<file path="src/rtl/amm_master_pkg.sv">
// Shared types and default constants for the switch-driven Avalon-MM master.
package amm_master_pkg;

  localparam int unsigned AddrWidthDef      = 28;
  localparam int unsigned DataWidthDef      = 32;
  localparam int unsigned DebounceCyclesDef = 50000;
  localparam int unsigned RdTimeoutDef      = 1024;

  // Board switch field positions (SW[17:0])
  localparam int unsigned SwRdwrCntlBit   = 17;
  localparam int unsigned SwAddDataSelBit = 16;
  localparam int unsigned SwDataMsb       = 15;
  localparam int unsigned SwDataLsb       = 0;
  localparam int unsigned SwDataWidth     = SwDataMsb - SwDataLsb + 1;

  typedef enum logic [1:0] {
    StIdle,
    StWrite,
    StRead,
    StRdWait
  } state_e;

endpackage

</file>
<file path="src/rtl/key_debounce.sv">
// Two-flop synchronizer plus level debouncer for an active-low push button;
// emits a one-cycle press pulse on each accepted 1-to-0 transition.
module key_debounce
  import amm_master_pkg::*;
#(
  parameter int unsigned DEBOUNCE_CYCLES = DebounceCyclesDef
) (
  input  logic clk,
  input  logic reset_n,
  input  logic key_n,
  output logic press
);

  localparam int unsigned CntW = $clog2(DEBOUNCE_CYCLES + 1);

  logic [1:0]      sync_q;
  logic            level_q, level_d;
  logic [CntW-1:0] cnt_q, cnt_d;
  logic            press_q, press_d;
  logic            key_s;

  assign key_s = sync_q[1];

  // Count consecutive samples that disagree with the accepted level.
  always_comb begin
    level_d = level_q;
    cnt_d   = '0;
    press_d = 1'b0;
    if (key_s != level_q) begin
      if (cnt_q == CntW'(DEBOUNCE_CYCLES - 1)) begin
        level_d = key_s;
        press_d = level_q;
      end else begin
        cnt_d = cnt_q + 1'b1;
      end
    end
  end

  always_ff @(posedge clk or negedge reset_n) begin
    if (!reset_n) begin
      sync_q  <= 2'b11;
      level_q <= 1'b1;
      cnt_q   <= '0;
      press_q <= 1'b0;
    end else begin
      sync_q  <= {sync_q[0], key_n};
      level_q <= level_d;
      cnt_q   <= cnt_d;
      press_q <= press_d;
    end
  end

  assign press = press_q;

endmodule

</file>
<file path="src/rtl/amm_switch_master.sv">
// Avalon-MM master driven by board switches and a push button: loads a word
// address, then performs single writes or pipelined reads shown on the HEX display.
module amm_switch_master
  import amm_master_pkg::*;
#(
  parameter int unsigned ADDRESSWIDTH    = AddrWidthDef,
  parameter int unsigned DATAWIDTH       = DataWidthDef,
  parameter int unsigned DEBOUNCE_CYCLES = DebounceCyclesDef,
  parameter int unsigned RD_TIMEOUT      = RdTimeoutDef
) (
  input  logic                    clk,
  input  logic                    reset_n,
  input  logic                    rdwr_cntl,
  input  logic                    n_action,
  input  logic                    add_data_sel,
  input  logic [SwDataWidth-1:0]  rdwr_address,
  output logic [ADDRESSWIDTH-1:0] avm_address,
  output logic                    avm_read,
  output logic                    avm_write,
  output logic [DATAWIDTH-1:0]    avm_writedata,
  output logic [DATAWIDTH/8-1:0]  avm_byteenable,
  input  logic                    avm_waitrequest,
  input  logic [DATAWIDTH-1:0]    avm_readdata,
  input  logic                    avm_readdatavalid,
  output logic [31:0]             display_data,
  output logic                    busy,
  output logic                    rd_timeout_err
);

  localparam int unsigned TmoW = $clog2(RD_TIMEOUT + 1);

  logic                   press;
  state_e                 state_q, state_d;
  logic [SwDataWidth-1:0] addr_q, addr_d;
  logic [SwDataWidth-1:0] wdata_q, wdata_d;
  logic [31:0]            disp_q, disp_d;
  logic                   err_q, err_d;
  logic [TmoW-1:0]        tmo_q, tmo_d;
  logic [31:0]            rdata32;

  key_debounce #(
    .DEBOUNCE_CYCLES(DEBOUNCE_CYCLES)
  ) u_key_debounce (
    .clk    (clk),
    .reset_n(reset_n),
    .key_n  (n_action),
    .press  (press)
  );

  assign rdata32 = 32'(avm_readdata);

  always_comb begin
    state_d = state_q;
    addr_d  = addr_q;
    wdata_d = wdata_q;
    disp_d  = disp_q;
    err_d   = err_q;
    tmo_d   = tmo_q;
    unique case (state_q)
      StIdle: begin
        // Presses in any other state are dropped, never queued.
        if (press) begin
          if (add_data_sel) begin
            addr_d = rdwr_address;
            disp_d = 32'(rdwr_address);
          end else if (rdwr_cntl) begin
            wdata_d = rdwr_address;
            state_d = StWrite;
          end else begin
            state_d = StRead;
          end
        end
      end
      StWrite: begin
        if (!avm_waitrequest) begin
          disp_d  = 32'(wdata_q);
          state_d = StIdle;
        end
      end
      StRead: begin
        if (!avm_waitrequest) begin
          if (avm_readdatavalid) begin
            disp_d  = rdata32;
            err_d   = 1'b0;
            state_d = StIdle;
          end else begin
            tmo_d   = '0;
            state_d = StRdWait;
          end
        end
      end
      StRdWait: begin
        if (avm_readdatavalid) begin
          disp_d  = rdata32;
          err_d   = 1'b0;
          state_d = StIdle;
        end else if (tmo_q == TmoW'(RD_TIMEOUT - 1)) begin
          err_d   = 1'b1;
          state_d = StIdle;
        end else begin
          tmo_d = tmo_q + 1'b1;
        end
      end
      default: state_d = StIdle;
    endcase
  end

  always_ff @(posedge clk or negedge reset_n) begin
    if (!reset_n) begin
      state_q <= StIdle;
      addr_q  <= '0;
      wdata_q <= '0;
      disp_q  <= '0;
      err_q   <= 1'b0;
      tmo_q   <= '0;
    end else begin
      state_q <= state_d;
      addr_q  <= addr_d;
      wdata_q <= wdata_d;
      disp_q  <= disp_d;
      err_q   <= err_d;
      tmo_q   <= tmo_d;
    end
  end

  // Commands decode straight from the state register so reset clears them at once.
  assign avm_write      = (state_q == StWrite);
  assign avm_read       = (state_q == StRead);
  assign avm_address    = ADDRESSWIDTH'({addr_q, 2'b00});
  assign avm_writedata  = DATAWIDTH'(wdata_q);
  assign avm_byteenable = '1;
  assign display_data   = disp_q;
  assign busy           = (state_q != StIdle);
  assign rd_timeout_err = err_q;

endmodule

</file>
<file path="config.mk">
export PLATFORM = sky130hd
export DESIGN_NAME = amm_switch_master
export DESIGN_NICKNAME = d
export VERILOG_FILES = /design/src/rtl/amm_master_pkg.sv /design/src/rtl/key_debounce.sv /design/src/rtl/amm_switch_master.sv
export SDC_FILE = /design/constraint.sdc
export NUM_CORES = 1
export LEC_CHECK = 0
export ABC_AREA = 1
export BUFFER_PORTS_ARGS = -buffer_cell sky130_fd_sc_hd__buf_2
export CORE_ASPECT_RATIO = 1.25
export CORE_MARGIN = 3
export CORE_UTILIZATION = 47
export DETAILED_ROUTE_END_ITERATION = 7
export PLACE_DENSITY = 0.77
export RECOVER_POWER = 50
export SYNTH_ARGS = -nofsm -noshare
export SYNTH_HDL_FRONTEND = slang
export SYNTH_HIERARCHICAL = 1
export SYNTH_SLANG_ARGS = --single-unit
</file>
<file path="constraint.sdc">
create_clock -name clk -period 1.6 [get_ports clk]
set_clock_uncertainty 0.05 [all_clocks]
set_input_delay 0.24 -clock clk [delete_from_list [all_inputs] [get_ports clk]]
set_output_delay 0.24 -clock clk [all_outputs]
set_load 0.005 [all_outputs]
</file>
# After elaboration in Yosys (flattened, before gate mapping)
# Cells that the tools add are included.
dict set report op_classes {
  add_sub_neg 2
  bitwise 1
  n_eq_ne 16
  n_reduce_logical 10
  n_mux 29
}
# cell count
set op_table {}
lappend op_table {{$mux W32} 5}
lappend op_table {{$pmux W32 S4} 1}
lappend op_table {{$mux W11} 4}
lappend op_table {{$mux W16} 2}
lappend op_table {{$pmux W11 S2} 1}
lappend op_table {{$add A16 B1 Y16 const B} 1}
lappend op_table {{$eq A16 B16 Y1 const B} 1}
lappend op_table {{$mux W2} 8}
lappend op_table {{$ne A2 B2 Y1 const B} 7}
lappend op_table {{$reduce_and A4 Y1} 3}
lappend op_table {{$add A11 B1 Y11 const B} 1}
lappend op_table {{$eq A11 B10 Y1 const B} 1}
lappend op_table {{$reduce_and A5 Y1} 2}
lappend op_table {{$pmux W2 S4} 1}
lappend op_table {{$mux W1} 6}
lappend op_table {{$eq A2 B2 Y1 const B} 2}
lappend op_table {{$ne A2 B1 Y1 const B} 2}
lappend op_table {{$reduce_bool A2 Y1} 2}
lappend op_table {{$ne A3 B3 Y1 const B} 1}
lappend op_table {{$reduce_and A3 Y1} 1}
lappend op_table {{$eq A2 B1 Y1 const B} 1}
lappend op_table {{$logic_not A2 Y1} 1}
lappend op_table {{$pmux W1 S2} 1}
lappend op_table {{$reduce_and A2 Y1} 1}
lappend op_table {{other kinds (2)} 2}
dict set report word_totals {
  ff_bits 98
  input_bits 55
  word_cells 68
  output_inout_bits 100
}

# Depth between registers and ports, before layout
# Gate-level depths: netlist of run 1.
dict set report logic_depth {
  word_depth 4
  ltp_mapped 10
  mapped_depth_nobuf 9
}

# Hierarchy
# Netlist of run 1, hierarchy kept.
# module instances area_per_inst_um2 seq_area_each_um2 cells_each
set modules_own_cells {}
lappend modules_own_cells {amm_switch_master 1 3935.0 1951.9 488}
lappend modules_own_cells {key_debounce 1 1081.0 504.2 137}

# Worst setup path after synthesis of run 1
# Ideal clock, no wire load.
dict set report synth_timing {
  path_type {reg2reg}
  start {register tmo_q[0]}
  end {register tmo_q[4]}
  arrival_ns 1.313
  synth_period_minus_slack_ns 1.485
  path_stages_with_launch 8
  slack_ns 0.115
  path_buffers 1
  setup_time_ns 0.122
  required_time_ns 1.428
  path_cell_list {dfrtp_1 ha_1 nand3_2 nor2_2 nand3_1 nand2_1 buf_4 o21ai_1}
}
dict set report synth_via {
  elab_chain_len 4
  word_cells_on_any_way 7
  cone_classes {add/sub: 1; eq/ne: 2; mux: 3; reduce/logical: 1}
}
# item line
set synth_lines {}
lappend synth_lines {{from (decl)} amm_switch_master.sv:38} ;# logic [TmoW-1:0] tmo_q, tmo_d;
lappend synth_lines {{from (signal assigned)} amm_switch_master.sv:122} ;# tmo_q <= tmo_d;
lappend synth_lines {{$add A11 B1 Y11} amm_switch_master.sv:101} ;# tmo_d = tmo_q + 1'b1;
lappend synth_lines {{$mux W11} amm_switch_master.sv:97} ;# end else if (tmo_q == TmoW'(RD_TIMEOUT - 1)) begin
lappend synth_lines {{$mux W11} amm_switch_master.sv:93} ;# if (avm_readdatavalid) begin
lappend synth_lines {{$pmux W11 S2} amm_switch_master.sv:59} ;# unique case (state_q)
# Parallel ways exist; a longest one is shown, timed or not. The select of a mux whose other input is x is not followed.
# A chain may end at the register's enable or synchronous reset.

# Worst setup path in the final report of run 1
dict set report layout_timing {
  start {register state_q[1]}
  end {output port avm_write}
}
dict set report layout_via {
  elab_chain_len 1
}
# item line
set layout_lines {}
lappend layout_lines {{from (decl)} amm_switch_master.sv:33} ;# state_e state_q, state_d;
lappend layout_lines {{from (signal assigned)} amm_switch_master.sv:110} ;# state_q <= StIdle;
lappend layout_lines {{from (signal assigned)} amm_switch_master.sv:117} ;# state_q <= state_d;
lappend layout_lines {{$eq A2 B1 Y1} amm_switch_master.sv:127} ;# assign avm_write = (state_q == StWrite);
lappend layout_lines {{to (decl)} amm_switch_master.sv:19} ;# output logic avm_write,
# No other way between the ends.

==> results.toml, run 1 <==
[critical_path]
worst-path-max-fanout = 17
crit_family = "buffers and inverters"
endpoint_kind = "output pin"
path_cells = "inv_2, nand2_4, inv_4, buf_2"
cpPeakStageDelay_ns = 0.45
path_buf_inv = 3
crit_type = "flop to output pin"
required_ns = 1.31
start_kind = "flop"
cp_slowest_cell = "dfrtp_2"
cp.arrival_ns = 1.33

[min_path]
hp-class = "primary input to flop"

[run]
max_cap_viol_count = 0

[clock_tree]
cts_htree_levels = 3
path_clk_slew_ns = 0.07
cts_tree = "yes"
clk_latency_ns = 0.35
cts_root_buf = "clkbuf_16"
cts_made_buffers = 9
cts_max_path_buffers = 2
cts.sinks = 98

[power]
finalPower_mw = 8.254
powerDensity_nw_per_um2 = 1337
p_leak_nw = 3.282
ir_worst_vdd_uv = 740.3

[sta]
tightest_slew_ns = 0.7972
timing.final.ws_setup_ns = -0.01795
fin_crit_ns = 1.618
finalCritPeriodShare_pct = 101.1
hold_viol_final = 0
hold_ws_ns = 0.06473
setup_tns_ns = -0.01795
drv_slew = 0
slew_headroom_pct = 46.85
setup_viol = 1
max_freq_mhz = 618.1
grt_setup_unrepaired = "yes"

[floorplanning]
die_x_um = 98.40
fp-row-count = 41
die-area_sq_um = 11960
pin_count = 155
core_area_sq_um = 10260
initial_core_util_pct = 48.89
die_h_um = 121.5

[final_layout]
finalNonFillerCells = 901
antenna_cells = 0
area.growth.synth_to_final_pct = 23.07
nets = 824
fin_util_pct = 60.17
finalInstanceArea_sq_um = 6173
drive_above_1_share_pct = 27.33

[grt]
met2_usage_pct = 38.37
globalRoute.totalOverflow = 0
grtUsageMet3_pct = 4.428
grt_most_used_layer = "met2"
grt_max_degree = 33
antenna_found_initial = 0
grt_usage_pct = 22.19
use_met1_pct = 26.92
grt_pass1_vias = 4440
grt_pass1_wl_mm = 21.17

[synthesis]
synthesis.area_sq_um = 5016
synth_mux_area_share_pct = 0
ys_ff_latch = 98
synthXorXnorAreaFrac_pct = 1.547
synth_top_family_by_area = "simple AND/OR/NAND/NOR gates"
seq_area_frac_synth_pct = 48.96
synth_simple_gate_area_share_pct = 25.82
synthDistinctLibCells = 35
synth_compound_area_share_pct = 11.57
syn_inst = 625
yosys_warnings = 6
avgSynthCellArea_sq_um = 8.026
yosys.area_share.adder_pct = 0.4989

[place]
hpwl_mm = 9.335
io_buffers = 122
dp_cells = 870
place_area_sq_um = 5713
gp_congestion = 0.8931
post-place-ws_ns = -0.4397

[routing]
drt_iter0_markers = 323
vias = 4660
routedWlPerCell_um = 15.10
antenna_left = 0
first_pass_iters = 6
drcViolationCount = 0
routed_wl_mm = 13.61
viasPerCell = 5.172

[outcome]
status = "finished with violations"
violations = "setup timing"
[report_power, final]
part / internal (mW) / switching (mW)
logic: 1.10 / 1.87
clock network: 1.07 / 0.982
registers: 2.95 / 0.280
total: 5.12 / 3.13
[cell type report]
type,instances,area (sq um)
flip-flops and latches,98,2459
well taps,129,161.4
clock buffers,9,225.2
fillers,917,4086
multi-input cells,451,2197
clock inverters,7,50.05
repair buffers,152,858.3
inverters,55,222.7
[worst paths after layout]
kind / slack, ns / startpoint / cells after the start / endpoint
min in group asynchronous: 0.45 / reset_n / 2 / wdata_q[2]$_DFFE_PN0P_
max in group asynchronous: 0.17 / reset_n / 3 / u_key_debounce/sync_q[0]$_DFF_PN1_
worst max-delay path: -0.02 / state_q[1]$_DFFE_PN0P_ / 4 / avm_write
worst max register to register: 0.04 / state_q[1]$_DFFE_PN0P_ / 7 / display_data[31]$_DFFE_PN0P_
worst min register to register: 0.31 / u_key_debounce/sync_q[0]$_DFF_PN1_ / 0 / u_key_debounce/sync_q[1]$_DFF_PN1_
worst min-delay path: 0.06 / avm_readdata[26] / 3 / display_data[26]$_DFFE_PN0P_
[sequential cells by signal (all words and copies together), names as in the netlist]
register / count
addr_q: 16
display_data: 32
rd_timeout_err: 1
state_q: 2
tmo_q: 11
u_key_debounce/cnt_q: 16
u_key_debounce/level_q: 1
u_key_debounce/press: 1
u_key_debounce/sync_q: 2
wdata_q: 16
[synthesized netlist by cell type, drive strengths merged]
master / n / share of area, %
nand2: 173 / 13
dfrtp: 95 / 47
nor2: 69 / 5.5
o21ai: 63 / 6.4
inv: 55 / 4.1
buf: 45 / 6.7
nand3: 45 / 4.8
a21oi: 34 / 4.4
clkbuf: 9 / 0.67
nand4: 7 / 0.87
xor2: 7 / 1.4
nor3: 4 / 0.72
a31oi: 3 / 0.37
dfstp: 3 / 1.6
or2: 3 / 0.37
conb: 2 / 0.15
ha: 2 / 0.50
o21bai: 2 / 0.30
a21o: 1 / 0.17
nand3b: 1 / 0.15
nor3b: 1 / 0.25
xnor2: 1 / 0.17
[cell families (layout without fill, tap and decap cells)]
logic type,Yosys count,count (layout)
xor+xnor,8,8
buf+inv,109,223
simple gates,303,306
flops,98,98
compound gates,103,103
other cells,2,32
fa+ha+maj,2,2
[what timing repair did]
| item | 4_1_cts | 5_1_grt |
|---|---|---|
| gates resized for setup | 6 | 21 |
| hold endpoints to repair | 27 | 0 |
| hold buffers | 2 | 0 |
| gates cloned | 1 | 3 |
| setup buffers | 2 | 7 |
| endpoints found under the setup margin | 63 | 77 |
| pin swaps | 5 | 4 |
[worst register-to-register path: stages, from the launching register on]
cell     delay, ns
dfrtp_2       0.42
inv_2         0.09
nand2_4       0.09
a21oi_4       0.07
buf_4         0.16
nor2_4        0.38
nand3_1       0.16
nand2_1       0.09
[routing by layer]
| layer | wire, um | share of wire, % |
|---|---|---|
| met2 | 6869 | 50 |
| met4 | 457 | 3.4 |
| met5 | 0 | 0 |
| met1 | 5236 | 38 |
| met3 | 1041 | 7.7 |
[cells in the final DEF (no fill, tap or decap), types with 2 or more instances in the layout]
cell type / Yosys / routed
nand2_1: 168 / 165
buf_2: 6 / 112
dfrtp_1: 95 / 93
nor2_1: 63 / 62
inv_1: 48 / 48
nand3_1: 42 / 41
conb_1: 2 / 32
o21ai_1: 29 / 31
o21ai_0: 33 / 31
a21oi_1: 23 / 23
buf_4: 36 / 19
a21oi_2: 10 / 10
clkbuf_16: 0 / 10
clkbuf_1: 9 / 9
nand4_1: 7 / 7
nand2_2: 5 / 6
nor2_4: 0 / 6
xor2_1: 6 / 6
inv_2: 7 / 5
inv_6: 0 / 4
nor2_2: 6 / 4
or2_2: 3 / 3
a31oi_1: 3 / 3
clkinv_2: 0 / 3
clkbuf_2: 0 / 3
dfstp_2: 3 / 3
nand2_4: 0 / 2
nand3_2: 3 / 2
nand3_4: 0 / 2
o21bai_1: 2 / 2
nor3_1: 2 / 2
dlygate4sd3_1: 0 / 2
buf_6: 3 / 2
clkbuf_4: 0 / 2
dfrtp_2: 0 / 2
Note: power is estimated with default switching activity, not from simulation.
==> run 2, diff against run 1 <==
--- a/config.mk
+++ b/config.mk
@@ -15,5 +15,4 @@
 export RECOVER_POWER = 50
 export SYNTH_ARGS = -nofsm -noshare
 export SYNTH_HDL_FRONTEND = slang
-export SYNTH_HIERARCHICAL = 1
 export SYNTH_SLANG_ARGS = --single-unit
==> constraint.sdc (replaced) <==
create_clock -name clk -period 1.6 [get_ports clk]
set_clock_uncertainty 0.05 [all_clocks]
set_input_delay 0.24 -clock clk [delete_from_list [all_inputs] [get_ports clk]]
set_output_delay 0.24 -clock clk [all_outputs]
set_load 0.02 [all_outputs]
==> run 2 against run 1 <==
- register-to-register slack lost 0.04 ns
- final cell count shrank 0.78%
- sequential power shrank 4%
- highest routed layer unchanged
- clock power grew 18%
- die area shrank 0.47%
- critical path depth grew 4
- via count shrank 3.2%
- the flow still finishes with violations (setup timing)
- power grew 7.2%
- global-route usage shrank 1.4 points
- synthesized cell count shrank 3.2%
- utilization grew 2.3 points
==> results.toml, run 2 <==
[routing]
vias = 4513
drt_iter0_markers = 264
routed_wl_mm = 13.13
routedWlPerCell_um = 14.68
viasPerCell = 5.048
drcViolationCount = 0
antenna_left = 0
first_pass_iters = 5

[sta]
finalCritPeriodShare_pct = 100.3
slew_headroom_pct = 57.54
timing.final.ws_setup_ns = -0.004243
drv_slew = 0
max_freq_mhz = 623.3
grt_setup_unrepaired = "yes"
hold_ws_ns = 0.09075
setup_viol = 1
tightest_slew_ns = 0.6370
hold_viol_final = 0
fin_crit_ns = 1.604
setup_tns_ns = -0.004243

[synthesis]
synthDistinctLibCells = 31
ys.flop_type = "dfrtp_1"
yosysMostFrequentCell = "nand2_1"
synth_edf_count = 0
synthesis.area_sq_um = 4991
synth_top_area_cell = "dfrtp_1"
synth_area_leaders = "dfrtp_1 (48%), nand2_1 (14%), o21ai_2 (5.8%)"
avgSynthCellArea_sq_um = 8.250
seq_area_frac_synth_pct = 49.21
yosys-top-cells-count = "nand2_1 (191), dfrtp_1 (95), inv_1 (45)"
syn_inst = 605
synth_top_area_share_pct = 47.63
yosys_warnings = 0
ys_ff_latch = 98
synth-async-reset-ratio_pct = 100.0

[grt]
antenna_found_initial = 0
grt_pass1_wl_mm = 19.84
grt_max_degree = 50
grt_usage_pct = 20.80
globalRoute.totalOverflow = 0
grt_pass1_vias = 4315

[floorplanning]
die-area_sq_um = 11900
pin_count = 155
die_h_um = 121.2
core_area_sq_um = 10210
die_x_um = 98.17
initial_core_util_pct = 48.89
fp-row-count = 41

[critical_path]
worst-path-max-fanout = 8
start_kind = "flop"
path_buf_inv = 2
cp.arrival_ns = 1.79
crit_family = "flip-flops"
endpoint_kind = "flop"
cp_slowest_cell = "dfrtp_2"
required_ns = 1.79
cpPeakStageDelay_ns = 0.48
path_cells = "buf_6, nand2_2, o21ai_2, nor2_4, nand2_4, clkbuf_16, nand2_1, o21ai_2"
cpMostUsedCell = "o21ai_2"
crit_type = "flop to flop"

[final_layout]
final_common_cell = "nand2_1"
drive_above_1_share_pct = 30.59
antenna_cells = 0
largest_reg_flops = 32
area.growth.synth_to_final_pct = 27.70
nets = 817
finalNonFillerCells = 894
final_cell_mix = "nand2_1 (175), buf_2 (99), dfrtp_1 (93)"

[power]
switching_share_pct = 36.97
p_leak_nw = 3.263
powerDensity_nw_per_um2 = 1388
power_frac_clock_pct = 27.2
pwr-share-seq_pct = 35.0
internal-power_mw = 5.575
ir_worst_vdd_uv = 857.2
p_sw_mw = 3.270
p_comb_share_pct = 37.8

[clock_tree]
path_clk_slew_ns = 0.07
cts_made_buffers = 9
clk_latency_ns = 0.35
cts_root_buf = "clkbuf_16"
cts.sinks = 98
cts_htree_levels = 3
cts_tree = "yes"
cts_max_path_buffers = 2

[min_path]
hp-class = "primary input to flop"

[place]
io_buffers = 122
post-place-ws_ns = 0.01916
dp_cells = 860
hpwl_mm = 8.883
gp_congestion = 0.8659

[outcome]
violations = "setup timing"
status = "finished with violations"

[run]
max_cap_viol_count = 0
## run 2: timing repair
action,4_1_cts,5_1_grt
cloned,0,6
resized for setup,2,39
hold buffers,2,0
setup buffers,3,7
pin swaps,1,4
setup endpoints to repair,4,61
endpoints found under the hold margin,96,0
## run 2: final timing paths
check | to | cells after the start | from | slack (ns)
worst min-delay path | display_data[19]$_DFFE_PN0P_ | 3 | avm_readdata[19] | 0.09
worst max register to register | display_data[6]$_DFFE_PN0P_ | 8 | state_q[1]$_DFFE_PN0P_ | -0.004
worst max-delay path | display_data[6]$_DFFE_PN0P_ | 8 | state_q[1]$_DFFE_PN0P_ | -0.004
max in group asynchronous | u_key_debounce.cnt_q[4]$_DFF_PN0_ | 3 | reset_n | 0.22
min in group asynchronous | addr_q[3]$_DFFE_PN0P_ | 2 | reset_n | 0.37
worst min register to register | u_key_debounce.sync_q[1]$_DFF_PN1_ | 0 | u_key_debounce.sync_q[0]$_DFF_PN1_ | 0.31
## run 2: area by class of cell
class	instances	area, sq um
clock buffers	10	239.0
multi-input cells	435	2161
fillers	859	3835
clock inverters	6	93.84
flip-flops and latches	98	2459
repair buffers	166	1072
well taps	129	161.4
inverters	50	187.7
## run 2: power groups by stage
stage	Combinational (mW)	Clock, mW	Sequential (mW)
4_1_cts	2.80	2.45	3.06
6_report	3.34	2.41	3.10
5_1_grt	3.59	2.57	3.15
2_1_floorplan	1.57	0	3.45
3_3_place_gp	2.68	0	3.08
3_5_place_dp	2.74	0	3.10
## run 2: per-stage QoR
stage	util [%]	cell area [sq um]	power, mW
2_1_floorplan	-	5104	5.023
3_3_place_gp	56.24	5742	5.759
3_5_place_dp	56.24	5742	5.842
4_1_cts	59.96	6121	8.301
5_1_grt	62.43	6374	9.308
6_report	62.43	6374	8.845
## run 2: worst register-to-register path, cell delays in order, from the launching register on
cell and delay [ns]:
dfrtp_2 0.48, buf_6 0.15, nand2_2 0.08, o21ai_2 0.07
nor2_4 0.18, nand2_4 0.14, clkbuf_16 0.20, nand2_1 0.08
o21ai_2 0.07
## run 2: kinds of logic after synthesis
kind of cell               Yosys count  share of synthesized area, %
other                                2                        0.1505
buffers and inverters              103                         11.56
xor gates and xnor gates            13                         2.281
AOI/OAI and AO/OA                  101                         12.74
DFF                                 98                         49.21
and+or+nand+nor                    286                         23.56
adders and majority gates            2                        0.5013
## run 2: layer usage
| layer | vias up | track usage [%] | part of all wire, % |
|---|---|---|---|
| met5 | - | 0 | 0 |
| met4 | 0 | 10.42 | 4.1 |
| met1 | 2114 | 23.42 | 36 |
| li1 | 2177 | - | - |
| met3 | 45 | 4.830 | 6.3 |
| met2 | 177 | 36.80 | 53 |
